<file path="config.mk">
export PLATFORM = sky130hd
export DESIGN_NAME = dsp_addsub_pipe_flat
export DESIGN_NICKNAME = d
export VERILOG_FILES = /design/src/rtl/dsp_addsub_pipe_pkg.sv /design/src/rtl/dsp_addsub_pipe_if.sv /design/src/rtl/dsp_addsub_lane.sv /design/src/rtl/dsp_addsub_pipe.sv /design/src/flat_wrapper.sv
export SDC_FILE = /design/constraint.sdc
export NUM_CORES = 1
export LEC_CHECK = 0
export CORE_ASPECT_RATIO = 1.5
export CORE_UTILIZATION = 46
export DETAILED_ROUTE_END_ITERATION = 10
export PLACE_DENSITY = 0.76
export SLEW_MARGIN = 0
export SYNTH_ARGS = -nofsm -noshare
export SYNTH_HDL_FRONTEND = slang
export SYNTH_SLANG_ARGS = --single-unit
</file>
<file path="constraint.sdc">
create_clock -name clk -period 3.3 [get_ports clk]
set_input_delay 0.66 -clock clk [delete_from_list [all_inputs] [get_ports clk]]
set_output_delay 0.66 -clock clk [all_outputs]
set_load 0.01 [all_outputs]
</file>
<file path="src/rtl/dsp_addsub_pipe_pkg.sv">
// Shared encodings and default sizing for the pipelined adder/subtractor.
package dsp_addsub_pipe_pkg;

  // Native slice width of the DSP adder primitive.
  localparam int DSP_LANE_W = 16;

  typedef enum logic {
    OP_ADD = 1'b0,
    OP_SUB = 1'b1
  } op_e;

endpackage

</file>
<file path="src/rtl/dsp_addsub_pipe_if.sv">
// Valid/ready operation and result bus of dsp_addsub_pipe.
interface dsp_addsub_pipe_if #(
  parameter int WIDTH = 32
);
  logic             in_valid;
  logic             in_ready;
  logic [WIDTH-1:0] a_in;
  logic [WIDTH-1:0] b_in;
  logic             op_sub;
  logic             use_cin;
  logic             cin;
  logic             out_valid;
  logic             out_ready;
  logic [WIDTH-1:0] result;
  logic             carry_out;
  logic             overflow;

  // Upstream producer / downstream consumer side.
  modport master (
    output in_valid, a_in, b_in, op_sub, use_cin, cin, out_ready,
    input  in_ready, out_valid, result, carry_out, overflow
  );

  // The adder pipeline itself.
  modport slave (
    input  in_valid, a_in, b_in, op_sub, use_cin, cin, out_ready,
    output in_ready, out_valid, result, carry_out, overflow
  );
endinterface

</file>
<file path="src/rtl/dsp_addsub_lane.sv">
// One LANE-bit slice of the carry-pipelined adder: registered sum, carry
// and valid, all held while en is low.
module dsp_addsub_lane
  import dsp_addsub_pipe_pkg::*;
#(
  parameter int LANE = DSP_LANE_W
) (
  input  logic            clk,
  input  logic            reset,
  input  logic            en,
  input  logic            valid_in,
  input  logic [LANE-1:0] a,
  input  logic [LANE-1:0] b,
  input  logic            cin,
  output logic            valid_q,
  output logic [LANE-1:0] sum_q,
  output logic            cout_q
);

  logic [LANE:0] sum_full;

  assign sum_full = {1'b0, a} + {1'b0, b} + {{LANE{1'b0}}, cin};

  // Slice register: captures sum/carry/valid on advance, clears on reset.
  // NOTE: sequential state uses non-blocking assignments so every stage
  // samples its neighbour's pre-edge value and the pipeline shifts by one.
  always_ff @(posedge clk) begin
    if (reset) begin
      // NOTE: the data registers are reset too (not just valid) because the
      // result and flags must read as zero straight out of reset.
      valid_q <= 1'b0;
      sum_q   <= '0;
      cout_q  <= 1'b0;
    end else if (en) begin
      valid_q <= valid_in;
      sum_q   <= sum_full[LANE-1:0];
      cout_q  <= sum_full[LANE];
    end
  end

endmodule

</file>
<file path="src/rtl/dsp_addsub_pipe.sv">
// Fully pipelined WIDTH-bit add/sub: one LANE slice per stage, carry
// registered between stages, valid/ready on both sides.
module dsp_addsub_pipe
  import dsp_addsub_pipe_pkg::*;
#(
  parameter int WIDTH = 32,
  parameter int LANE  = DSP_LANE_W
) (
  input  logic             clk,
  input  logic             reset,
  dsp_addsub_pipe_if.slave bus
);

  localparam int NLANES = WIDTH / LANE;

  if (WIDTH <= 0 || LANE <= 0 || (WIDTH % LANE) != 0) begin : g_bad_width
    $fatal(1, "dsp_addsub_pipe: WIDTH must be a positive multiple of LANE");
  end

  op_e              op;
  logic             advance;
  logic             load;
  logic             c0;
  logic [WIDTH-1:0] b_eff;
  logic [WIDTH-1:0] res;

  // Per-stage operand skew and already-finished low result slices.
  logic [WIDTH-1:0] a_q       [NLANES];
  logic [WIDTH-1:0] b_q       [NLANES];
  logic [WIDTH-1:0] lo_q      [NLANES];
  logic [WIDTH-1:0] stage_res [NLANES];
  logic [LANE-1:0]  sum_q     [NLANES];
  logic             cout_q    [NLANES];
  logic             vld_q     [NLANES];

  assign op    = op_e'(bus.op_sub);
  assign b_eff = (op == OP_SUB) ? ~bus.b_in : bus.b_in;
  assign c0    = bus.use_cin ? bus.cin : (op == OP_SUB);

  // The whole pipe moves as one; only a held output blocks it.
  assign advance     = !vld_q[NLANES-1] || bus.out_ready;
  assign bus.in_ready = advance && !reset;
  assign load        = bus.in_valid && bus.in_ready;

  for (genvar k = 0; k < NLANES; k++) begin : g_lane
    logic [LANE-1:0] a_s;
    logic [LANE-1:0] b_s;
    logic            c_s;
    logic            v_s;

    if (k == 0) begin : g_first
      assign a_s = bus.a_in[LANE-1:0];
      assign b_s = b_eff[LANE-1:0];
      assign c_s = c0;
      assign v_s = load;
    end else begin : g_next
      assign a_s = a_q[k-1][k*LANE +: LANE];
      assign b_s = b_q[k-1][k*LANE +: LANE];
      assign c_s = cout_q[k-1];
      assign v_s = vld_q[k-1];
    end

    dsp_addsub_lane #(.LANE(LANE)) u_lane (
      .clk      (clk),
      .reset    (reset),
      .en       (advance),
      .valid_in (v_s),
      .a        (a_s),
      .b        (b_s),
      .cin      (c_s),
      .valid_q  (vld_q[k]),
      .sum_q    (sum_q[k]),
      .cout_q   (cout_q[k])
    );
  end

  // Operand skew: upper slices and finished low slices travel with the op.
  always_ff @(posedge clk) begin
    if (reset) begin
      for (int k = 0; k < NLANES; k++) begin
        a_q[k]  <= '0;
        b_q[k]  <= '0;
        lo_q[k] <= '0;
      end
    end else if (advance) begin
      a_q[0]  <= bus.a_in;
      b_q[0]  <= b_eff;
      lo_q[0] <= '0;
      for (int k = 1; k < NLANES; k++) begin
        a_q[k]  <= a_q[k-1];
        b_q[k]  <= b_q[k-1];
        lo_q[k] <= stage_res[k-1];
      end
    end
  end

  // Merge each stage's fresh slice onto the low slices it inherited.
  always_comb begin
    for (int k = 0; k < NLANES; k++) begin
      // NOTE: full default before the partial overwrite keeps this purely
      // combinational; a path that skips an assignment would infer a latch.
      stage_res[k] = lo_q[k];
      stage_res[k][k*LANE +: LANE] = sum_q[k];
    end
  end

  assign res           = stage_res[NLANES-1];
  assign bus.result    = res;
  assign bus.out_valid = vld_q[NLANES-1];
  assign bus.carry_out = cout_q[NLANES-1];
  assign bus.overflow  = (a_q[NLANES-1][WIDTH-1] == b_q[NLANES-1][WIDTH-1]) &&
                         (res[WIDTH-1] != a_q[NLANES-1][WIDTH-1]);

endmodule

</file>
<file path="src/flat_wrapper.sv">
// flat-port wrapper written by rule: the top's interface ports become plain ports
module dsp_addsub_pipe_flat import dsp_addsub_pipe_pkg::*;
#(
  parameter int WIDTH = 32,
  parameter int LANE  = DSP_LANE_W
)
  (clk, reset, bus_in_valid, bus_a_in, bus_b_in, bus_op_sub, bus_use_cin, bus_cin, bus_out_ready, bus_in_ready, bus_out_valid, bus_result, bus_carry_out, bus_overflow);
  dsp_addsub_pipe_if #(.WIDTH(WIDTH)) bus_i ();
  input  logic clk;
  input  logic reset;
  input wire logic [$bits(bus_i.in_valid)-1:0] bus_in_valid;
  input wire logic [$bits(bus_i.a_in)-1:0] bus_a_in;
  input wire logic [$bits(bus_i.b_in)-1:0] bus_b_in;
  input wire logic [$bits(bus_i.op_sub)-1:0] bus_op_sub;
  input wire logic [$bits(bus_i.use_cin)-1:0] bus_use_cin;
  input wire logic [$bits(bus_i.cin)-1:0] bus_cin;
  input wire logic [$bits(bus_i.out_ready)-1:0] bus_out_ready;
  output wire logic [$bits(bus_i.in_ready)-1:0] bus_in_ready;
  output wire logic [$bits(bus_i.out_valid)-1:0] bus_out_valid;
  output wire logic [$bits(bus_i.result)-1:0] bus_result;
  output wire logic [$bits(bus_i.carry_out)-1:0] bus_carry_out;
  output wire logic [$bits(bus_i.overflow)-1:0] bus_overflow;
  assign bus_i.in_valid = bus_in_valid;
  assign bus_i.a_in = bus_a_in;
  assign bus_i.b_in = bus_b_in;
  assign bus_i.op_sub = bus_op_sub;
  assign bus_i.use_cin = bus_use_cin;
  assign bus_i.cin = bus_cin;
  assign bus_i.out_ready = bus_out_ready;
  assign bus_in_ready = bus_i.in_ready;
  assign bus_out_valid = bus_i.out_valid;
  assign bus_result = bus_i.result;
  assign bus_carry_out = bus_i.carry_out;
  assign bus_overflow = bus_i.overflow;
  dsp_addsub_pipe #(.WIDTH(WIDTH), .LANE(LANE)) u_core (.clk(clk), .reset(reset), .bus(bus_i));
endmodule
</file>
==> flow_summary.yaml <==
outcome:
  run_status: "completed"
cts:
  clk_pin_slew_worst_paths_ns: 0.06
  clock-root-buffer: "clkbuf_16"
  cts_hold_buf: 0
  htreeDepth: 3
  clock-sinks: 86
  cts_setup_buffers: 0
  clk-insertion-delay-late_ns: 0.33
  clock_path_buffers: 2
  cts_resized: 0
  cts_tree: "done"
  numCtsBuffers: 9
final_layout:
  drive_gt1_share_pct: 6.14
  layout.nets: 686
  antennaDiodeCount: 0
  fin_util_pct: 61.9
  syn_to_final_growth_pct: 30.8
synth:
  synth_cells: 474
  synth.distinct_cells: 52
  yosys_register_bits: 86
  ys.flop_type: "edfxtp_1"
  synth_top_area_share_pct: 31.3
  synthArstFlopShare_pct: 0
  avgSynthCellArea_um2: 10.1
  synth_fp_nets: 579
  synth_warnings: 0
  yosys-top-cells-area: "edfxtp_1 (31%), dfxtp_1 (15%), ha_1 (7.8%), xor2_1 (4.6%), and2_1 (4.4%)"
  synth_area_um2: 4790
  ys_top_cells_by_count: "edfxtp_1 (50), nand2_1 (43), dfxtp_1 (36), and2_1 (34), nor2_1 (33)"
  ys_seq_area_share_pct: 46.4
  synth_top_area_cell: "edfxtp_1"
  synth_edf_count: 50
  yosysMostFrequentCell: "edfxtp_1"
sta:
  fin_crit_ns: 3.17
  worst_pin_slew_ns: 0.583
  timing.fmax_mhz: 316
  skew_ns: 0.00386
  hold_ws_ns: 0.444
  final_max_slew_viol_count: 0
  maxSlewHeadroom_pct: 61.1
  rsz0062_at_grt: "no"
  hold_viol_final: 0
  fin_ws_ns: 0.133
  finalSetupTns_ns: 0
  finalSetupViolCount: 0
  period_share_pct: 96.0
detailed_routing:
  drt_wl_total_mm: 10.9
  top_layer: "met4"
  dr_total_vias: 3868
  met2_length_mm: 5.91
  firstDrtPassIters: 4
  wl_per_cell_um: 15.5
  wl_met1_mm: 4.23
  vias_per_cell: 5.50
  wl_met3_um: 415
  antenna_left: 0
  drt_iter0_drc: 135
  drc: 0
worst_setup_path:
  worstRegToRegCells: 9
  critPathRequiredTime_ns: 3.52
  worstPathArrival_ns: 3.39
  crit_type: "in -> reg"
  crit_slowest_cell: "clkdlybuf4s50_1"
  cpLargestDelayFamily: "compound AO/OA/AOI/OAI gates"
  reg2reg_slack_ns: 0.76
  timing.rr.end: "u_core.g_lane[1].u_lane.sum_q[12]"
  cp-start-kind: "input pin"
  cpMostUsedCell: "fa_1"
  endpoint_kind: "register"
  cp_cell_sequence: "clkdlybuf4s50_1 -> mux2_2 -> fa_1 -> inv_1 -> fa_1 -> nand2b_1 -> a21oi_1 -> o21ai_0 -> a31oi_1 -> or3_1 -> a32o_1"
  max_stage_delay_ns: 0.46
  crit_path_max_fanout: 3
  r2r_start: "u_core.a_q[0][16]"
  path_buf_inv: 2
global_routing:
  globalRouteOverflowTotal: 0
  grt_pass1_wl_mm: 17.4
  grt_usage_pct: 20.7
  grt_pass1_vias: 3772
  antenna_found_initial: 0
  grt_max_degree: 57
min_path:
  hold_path_end: "u_core.g_lane[0].u_lane.sum_q[11]"
  hp-start: "u_core.g_lane[0].u_lane.sum_q[11]"
  holdCritPathClass: "reg -> reg"
  min_path_cells: 2
placed_design:
  port-buffer-count: 106
  gp_congestion: 0.930
  dp.final_hpwl_mm: 7.91
  preCtsSetupSlack_ns: -0.136
die:
  coreArea_um2: 10100
  die_w_um: 85.3
  die_y_um: 127
  io_pins: 107
  dieArea_um2: 10800
  start_util_pct: 47.3
  rows: 45
power:
  intPower_w: 0.00221
  power_switching_w: 0.000826
  p_leak_nw: 2.58
  power_frac_comb_pct: 26.1
  swShare_pct: 27.2
  clkPwrFrac_pct: 29.9
  seq_power_share_pct: 44.0
  power_density_nw_per_um2: 484
  vdd_ir_drop_max_uv: 241
job:
  maxCapViolations: 0
==> stage by stage <==
step                cells  total power [W]  instance area [um2]
floorplan             474          0.00181                 4790
global placement      687          0.00212                 6000
detailed placement    687          0.00215                 6000
CTS                   703          0.00305                 6270
global route          703          0.00318                 6270
finish                703          0.00304                 6270
==> cell usage in the layout, fill, tap and decap left out, drive strengths merged, types with 5 or more instances in the layout <==
master         instances
o31ai                  6
nand2                 43
xor2                  25
xnor2                 20
a22oi                  5
o22ai                  5
dfxtp                 36
buf                   10
nand2b                10
or3                    5
ha                    30
edfxtp                50
nor2                  33
nand4                  5
clkdlybuf4s50        105
a21oi                 26
and2                  34
inv                   14
a32o                   6
a21o                   9
o21ai                 33
clkbuf                11
clkinv                 5
nand3                  6
==> layout make-up <==
cell class | count | area (um2)
fillers | 860 | 3860
multi-input cells | 355 | 2450
flip-flops and latches | 86 | 2220
repair buffers | 115 | 1140
clock buffers | 11 | 243
well taps | 117 | 146
inverters | 14 | 52.6
clock inverters | 5 | 25.0
==> kinds of logic after synthesis <==
| logic type | Yosys count | synth area share (%) |
|---|---|---|
| compound gates | 119 | 16.4 |
| simple gates | 154 | 16.2 |
| flops | 86 | 46.4 |
| fa+ha+maj | 34 | 9.50 |
| xor+xnor | 45 | 8.22 |
| buf+inv | 33 | 2.66 |
| mux | 3 | 0.653 |
==> worst max-delay path by stage <==
| stage | from | to | depth (start not counted) |
|---|---|---|---|
| after global placement | bus_use_cin | u_core.g_lane[0].u_lane.sum_q[12] | 11 |
| after CTS | bus_use_cin | u_core.g_lane[0].u_lane.sum_q[10] | 11 |
| after detailed placement | bus_use_cin | u_core.g_lane[0].u_lane.sum_q[10] | 11 |
| after global routing | bus_use_cin | u_core.g_lane[0].u_lane.sum_q[10] | 11 |
| after floorplan | bus_op_sub | u_core.g_lane[0].u_lane.sum_q[12] | 12 |
| final | bus_use_cin | u_core.g_lane[0].u_lane.sum_q[10] | 11 |
==> layer usage <==
| layer | up-vias | GRT usage (%) |
|---|---|---|
| met2 | 131 | 39.0 |
| met3 | 26 | 3.04 |
| li1 | 1915 | - |
| met5 | - | 0 |
| met1 | 1796 | 22.2 |
| met4 | 0 | 10.6 |
==> worst reg2reg max path, cell delays in order (launching register included) <==
cell       delay (ns)
edfxtp_1         0.40
fa_1             0.43
inv_1            0.09
fa_1             0.21
nor2b_1          0.07
o2111ai_1        0.29
a21boi_1         0.18
o21ai_1          0.20
or4b_1           0.47
o211ai_1         0.12
==> sequential cells by signal (all words and copies together) (netlist names) <==
register,cells
u_core.g_lane.u_lane.sum_q,32
u_core.a_q,17
u_core.b_q,17
u_core.lo_q,16
u_core.g_lane.u_lane.cout_q,2
u_core.g_lane.u_lane.valid_q,2
==> power groups by stage <==
stage                     logic (W)  clock network [W]  registers, W
final                      0.000794           0.000907       0.00134
after global placement     0.000765                  0       0.00135
after floorplan            0.000446                  0       0.00137
after detailed placement   0.000787                  0       0.00136
after CTS                  0.000793           0.000922       0.00134
after global routing       0.000869           0.000959       0.00135
(Power assumes the default switching activity.)
